File: src/rtl/bch_syndrome_gen.sv
// Parallel BCH syndrome generator over GF(2^13), poly x^13+x^4+x^3+x+1.
// Consumes P codeword bits per accepted word and Horner-accumulates S_1..S_2T.
// Optional build macro BCH_SYN_SQUARE_EN: only odd accumulators are built and
// even syndromes are derived at load time by squaring (S_2i = S_i^2).
module bch_syndrome_gen #(
  parameter int unsigned P = 32,
  parameter int unsigned T = 8
) (
  input  logic                  clk,
  input  logic                  rst,
  input  logic                  in_valid,
  input  logic                  in_first,
  input  logic                  in_last,
  input  logic [P-1:0]          in_data,
  output logic                  in_ready,
  output logic                  syn_valid,
  input  logic                  syn_ready,
  output logic [13*2*T-1:0]     syn_data,
  output logic                  syn_zero
);

  localparam int unsigned M    = 13;
  localparam int unsigned NSyn = 2 * T;
  localparam logic [M-1:0] PolyLow = 13'h001B;
`ifdef BCH_SYN_SQUARE_EN
  localparam int unsigned Stride = 2;
`else
  localparam int unsigned Stride = 1;
`endif
  localparam int unsigned NAcc = NSyn / Stride;
  // Per-syndrome table: entries 0..P-1 hold alpha^(j*k), entries P..P+12 hold alpha^(jP+i).
  localparam int unsigned TabW = M * (P + M);

  function automatic logic [M-1:0] mul_alpha(input logic [M-1:0] a);
    return {a[M-2:0], 1'b0} ^ (a[M-1] ? PolyLow : '0);
  endfunction

  function automatic logic [TabW-1:0] pow_tab(input int unsigned j);
    logic [TabW-1:0] tab;
    logic [M-1:0]    cur;
    tab = '0;
    cur = 13'd1;
    for (int unsigned k = 0; k < P; k++) begin
      tab[M*k +: M] = cur;
      for (int unsigned n = 0; n < j; n++) cur = mul_alpha(cur);
    end
    for (int unsigned i = 0; i < M; i++) begin
      tab[M*(P+i) +: M] = cur;
      cur = mul_alpha(cur);
    end
    return tab;
  endfunction

  logic [M*NAcc-1:0] r_acc;
  logic [M*NAcc-1:0] w_acc_nxt;
  logic [M*NSyn-1:0] w_syn;
  logic [M*NSyn-1:0] r_syn_data;
  logic              r_syn_valid;
  logic              r_syn_zero;
  logic              w_accept;

  // No in_valid term: ready depends only on registered state and syn_ready.
  assign in_ready  = !r_syn_valid || syn_ready;
  assign w_accept  = in_valid && in_ready;
  assign syn_valid = r_syn_valid;
  assign syn_data  = r_syn_data;
  assign syn_zero  = r_syn_zero;

  for (genvar m = 0; m < NAcc; m++) begin : g_acc
    localparam logic [TabW-1:0] Tab = pow_tab(Stride * m + 1);
    logic [M-1:0] w_nxt;

    // Constant-multiplier XOR network: A*alpha^(jP) folded with the word's own contribution.
    always_comb begin
      w_nxt = '0;
      if (!in_first) begin
        for (int unsigned i = 0; i < M; i++) begin
          if (r_acc[M*m+i]) w_nxt = w_nxt ^ Tab[M*(P+i) +: M];
        end
      end
      for (int unsigned k = 0; k < P; k++) begin
        if (in_data[k]) w_nxt = w_nxt ^ Tab[M*k +: M];
      end
    end

    assign w_acc_nxt[M*m +: M] = w_nxt;
  end

`ifdef BCH_SYN_SQUARE_EN
  function automatic logic [M*M-1:0] sq_tab();
    logic [M*M-1:0] tab;
    logic [M-1:0]   cur;
    tab = '0;
    cur = 13'd1;
    for (int unsigned i = 0; i < M; i++) begin
      tab[M*i +: M] = cur;
      cur = mul_alpha(mul_alpha(cur));
    end
    return tab;
  endfunction

  localparam logic [M*M-1:0] SqTab = sq_tab();

  // Squaring is linear over GF(2): XOR of alpha^(2i) for each set bit i.
  function automatic logic [M-1:0] gf_sq(input logic [M-1:0] a);
    logic [M-1:0] r;
    r = '0;
    for (int unsigned i = 0; i < M; i++) begin
      if (a[i]) r = r ^ SqTab[M*i +: M];
    end
    return r;
  endfunction

  // Odd syndromes come straight from the accumulators; even ones chain squarings.
  always_comb begin
    logic [M*NSyn-1:0] s;
    s = '0;
    for (int unsigned j = 1; j <= NSyn; j++) begin
      if (j % 2 == 0) s[M*(j-1) +: M] = gf_sq(s[M*(j/2-1) +: M]);
      else            s[M*(j-1) +: M] = w_acc_nxt[M*((j-1)/2) +: M];
    end
    w_syn = s;
  end
`else
  assign w_syn = w_acc_nxt;
`endif

  // Accumulators advance only on accepted words, so back-pressure freezes them.
  always_ff @(posedge clk or posedge rst) begin
    if (rst) begin
      r_acc <= '0;
    end else if (w_accept) begin
      r_acc <= w_acc_nxt;
    end
  end

  // Output register: load on accepted last word, else drop valid once consumed.
  always_ff @(posedge clk or posedge rst) begin
    if (rst) begin
      r_syn_valid <= 1'b0;
      r_syn_data  <= '0;
      r_syn_zero  <= 1'b0;
    end else if (w_accept && in_last) begin
      r_syn_valid <= 1'b1;
      r_syn_data  <= w_syn;
      r_syn_zero  <= (w_syn == '0);
    end else if (syn_ready) begin
      r_syn_valid <= 1'b0;
    end
  end

endmodule

File: config.mk
export PLATFORM = sky130hd
export DESIGN_NAME = bch_syndrome_gen
export DESIGN_NICKNAME = d
export VERILOG_FILES = /design/src/rtl/bch_syndrome_gen.sv
export SDC_FILE = /design/constraint.sdc
export NUM_CORES = 2
export LEC_CHECK = 0
export CORE_MARGIN = 4
export CORE_UTILIZATION = 26
export DETAILED_ROUTE_END_ITERATION = 10
export RECOVER_POWER = 50
export REMOVE_ABC_BUFFERS = 1
export SYNTH_ARGS = -nofsm -noshare
export SYNTH_HDL_FRONTEND = slang
export SYNTH_SLANG_ARGS = --single-unit
File: constraint.sdc
create_clock -name clk -period 40.8 [get_ports clk]
set_input_delay 8.16 -clock clk [delete_from_list [all_inputs] [get_ports clk]]
set_output_delay 8.16 -clock clk [all_outputs]
set_load 0.01 [all_outputs]
Word level (Yosys, flattened, before mapping)
Cells that the tools add are included.
- reduce and logical (&&, ||, !) cells: 6
- muxes and demuxes: 930
- bitwise logic cells: 704
- operators with widths (operator ; count):
    $mux W13 ; 524
    $mux W12 ; 165
    $mux W11 ; 91
    $not A8 Y8 ; 107
    $not A7 Y7 ; 112
    $not A6 Y6 ; 118
    $not A9 Y9 ; 71
    $mux W10 ; 55
    $not A4 Y4 ; 99
    $not A5 Y5 ; 63
    $logic_not A208 Y1 ; 1
    $mux W9 ; 23
    $not A10 Y10 ; 18
    $not A3 Y3 ; 54
    $mux W7 ; 19
    $mux W8 ; 14
    $not A1 Y1 ; 51
    $mux W6 ; 8
    $not A12 Y12 ; 4
    $not A11 Y11 ; 3
    $mux W5 ; 6
    $mux W1 ; 18
    $mux W4 ; 4
    $not A2 Y2 ; 4
    6 further kinds ; 8
- bits in registers: 418
- word-level logic and storage cells: 1644

Logic depth before layout (Yosys ltp)
- word-level depth: 103
- mapped depth: 12
- depth with buffers taken out: 9

Worst setup path before layout
OpenSTA, ideal clock, no wires.
- kind: input-to-output
- from: input syn_ready
- to: output in_ready
- arrival: 8.351 ns
- path buffers: 0
- slack: 24.289 ns
- cell stages on the path: 1
- data required time: 32.640 ns
- path through: nand2b_1
- cells in the longest elaborated chain, start to end: 1
- RTL lines (item ; line ; source):
    start, declared ; 17 ; input logic syn_ready,
    $logic_or A1 B1 Y1 ; 63 ; assign in_ready = !r_syn_valid || syn_ready;
    end, declared ; 15 ; output logic in_ready,
Every way passes these cells.

==> metrics.txt <==
outcome finished, violations left; failing checks max-capacitance violations, max-slew violations; vias in the first global route 27.59k; final net count 3,992; Reg2Reg Depth 9; Avg Inst Size Synth 10.22 um^2; Layout fillers 15.15k; number of flops mapped to enable cells by yosys 0; crit path launch rst; share of layout cells above drive strength 1 0.1054; worst setup path end r_acc[42]$_DFFE_PP0P_; commonest cells in the netlist xnor2_1 (1,289), nand2_1 (557), dfrtp_1 (418); via count 27.72k; Worst-Skew Late Latency 0.66 ns; prevailing post-synth register cell dfrtp_1; core box area 145,900 um^2; initial DRC count 2,651; clock buffer count from CTS 53; Max Freq 55.55 MHz; Seq cells post-synth 418; CTS hold repair buffers 0; maxcap violations 12; yosys warns 0; top cell type's share of synthesized area 0.2951; CP max stage delay 5.65 ns; r2r endpoint syn_zero$_DFFE_PP0P_; root buffer cell clkbuf_16; CTS Buffer Depth 3; HP Class reg2reg; die width 391.6 um; GRT Overall Usage 0.2322; Buffers on Ports 248; Fin. Hold Viols 0; critical path endpoint category asynchronous set/reset pin; Seq/Total Area, Yosys 0.2735; CP max FO 145; first-pass GRT wire length 243,200 um; Reg clk slew, reported paths 0.06 ns; Die Height 391.6 um; Vias/cell 4.687; final instance area 44,950 um^2; Tmin final 18.00 ns; Slowest cell on crit path clkbuf_1; Std-Cell Rows 140; fraction of registers with async set/reset 1.000; reg-to-reg startpoint r_acc[6]$_DFFE_PP0P_; Arrival @ worst endpoint 16.78 ns; initial antenna violation count 12; worst reg2reg setup slack 35.87 ns; Post-CTS Setup Bufs 0; clock sink total 418; Register Area 10,460 um^2; # DRC 0; period utilization 0.4412; First-pass DRT Iterations 5; Synth Cell Area 38,250 um^2; Distinct cells, synth 46; Setup Crit Path Kind in2async; final RePlAce weighted congestion 1.069; clk_skew 0.03370 ns; synth top area cells xnor2_1 (30%), dfrtp_1 (27%), xnor3_1 (12%); Post-DP HPWL 142,500 um; Area after DPL 43,240 um^2; Worst Hold Path Cells 2; largest net degree at the start of global routing 146; Syn Inst Count 3,743; DR WL/cell 30.59 um; post-cts resize count 0; Worst-Margin Slew 7.966 ns; max-slew violations 466; Final ANT Viol Nets 0; multi-input combinational cell area 26,810 um^2; Worst Path Required 39.58 ns; relative slew slack -4.311; final setup violating endpoints 0; crit path cell chain dlygate4sd3_1, clkinvlp_2, clkbuf_1; final wirelength 181,000 um; I/O Pins 249; most numerous cell in the Yosys netlist xnor2_1; Setup TNS Final 0 ns; gr ovfl total 0; area added between synthesis and finish 17.51%; clock tree from TritonCTS built; Starting Density 0.2621; Yosys top cell by area xnor2_1; nature of the critical path startpoint input port; die area 153,300 um^2; RSZ-0062 raised after global routing no; H-tree lvl count 2
-- metal layers --
| metal | vias up | routed length (um) | part of all wire | global-route usage |
|---|---|---|---|---|
| met5 | - | 12 | 0.000066 | 0 |
| met4 | 2 | 11880 | 0.066 | 0.1230 |
| met3 | 332 | 13100 | 0.072 | 0.03880 |
| met2 | 1203 | 78300 | 0.43 | 0.3542 |
| met1 | 13900 | 77670 | 0.43 | 0.3147 |
| li1 | 12290 | - | - | - |
-- layout by cell type, fill, tap and decap left out, drive strengths merged, types with 3 or more instances in the layout --
cell type,synthesis,final
mux2i,8,8
a21oi,4,4
clkinv,0,8
xor2,357,357
nand2,557,557
nand3,3,3
nor3b,3,3
nor4,18,18
nor3,13,13
bufinv,0,8
buf,81,128
nand4,11,11
nor2,183,183
nor2b,19,19
or4b,7,7
dlygate4sd3,0,215
diode,0,4
and2,8,8
clkdlybuf4s50,0,27
nor4b,9,9
clkinvlp,0,6
o21ai,148,148
nand4b,5,5
o21a,3,3
dfrtp,418,418
nand2b,21,21
clkbuf,143,81
xnor2,1335,1335
xnor3,197,197
xor3,34,34
mux2,136,136
inv,3,5
-- logic make-up (layout without fill, tap and decap cells) --
family	Yosys count	in the layout	share of synthesized area
xor+xnor	1923	1923	0.5401
simple gates	871	871	0.09604
flops	418	418	0.2735
compound gates	160	160	0.02172
other cells	0	4	0
mux	144	144	0.04213
buf+inv	227	478	0.02659
-- worst max-delay path: cells and delay by family --
kind,cells,cell delay [ns]
buffers and inverters,3,8.33
-- registers in the layout, indices dropped and copies added, names as in the netlist --
register	flops
r_acc	208
syn_data	208
syn_valid	1
syn_zero	1
-- how the worst min path moves through the flow --
stage / from / endpoint
global placement: syn_data[97]$_DFFE_PP0P_ / syn_data[97]$_DFFE_PP0P_
floorplan: r_acc[189]$_DFFE_PP0P_ / r_acc[189]$_DFFE_PP0P_
detailed placement: syn_data[56]$_DFFE_PP0P_ / syn_data[56]$_DFFE_PP0P_
finish: syn_data[5]$_DFFE_PP0P_ / syn_data[5]$_DFFE_PP0P_
CTS: syn_data[39]$_DFFE_PP0P_ / syn_data[39]$_DFFE_PP0P_
global route: syn_data[11]$_DFFE_PP0P_ / syn_data[11]$_DFFE_PP0P_
-- cell type report --
cell class,count,share of cell area
antenna,4,0.0002227
clock buffer,71,0.03301
clock inverter,24,0.008156
inverter,3,0.0002784
multi-input combinational,3098,0.5964
sequential,418,0.2327
tap,1917,0.05336
timing repair buffer,380,0.07591
-- through the flow --
| step | worst slack (ns) | utilization | hold WS (ns) | std cells |
|---|---|---|---|---|
| 3_3_place_gp | 23.20 | 0.2964 | 0.4635 | 5816 |
| 5_1_grt | 20.47 | 0.3080 | 0.4886 | 5911 |
| 4_1_cts | 23.22 | 0.3090 | 0.4812 | 5911 |
| 6_report | 22.80 | 0.3081 | 0.4698 | 5915 |
| 3_5_place_dp | 23.22 | 0.2964 | 0.4704 | 5816 |
| 2_1_floorplan | 21.01 | - | 0.4653 | 3519 |
Power is left out: the tool's default activity adds up to more than one toggle a clock period on the data nets, which glitch-free logic cannot reach.
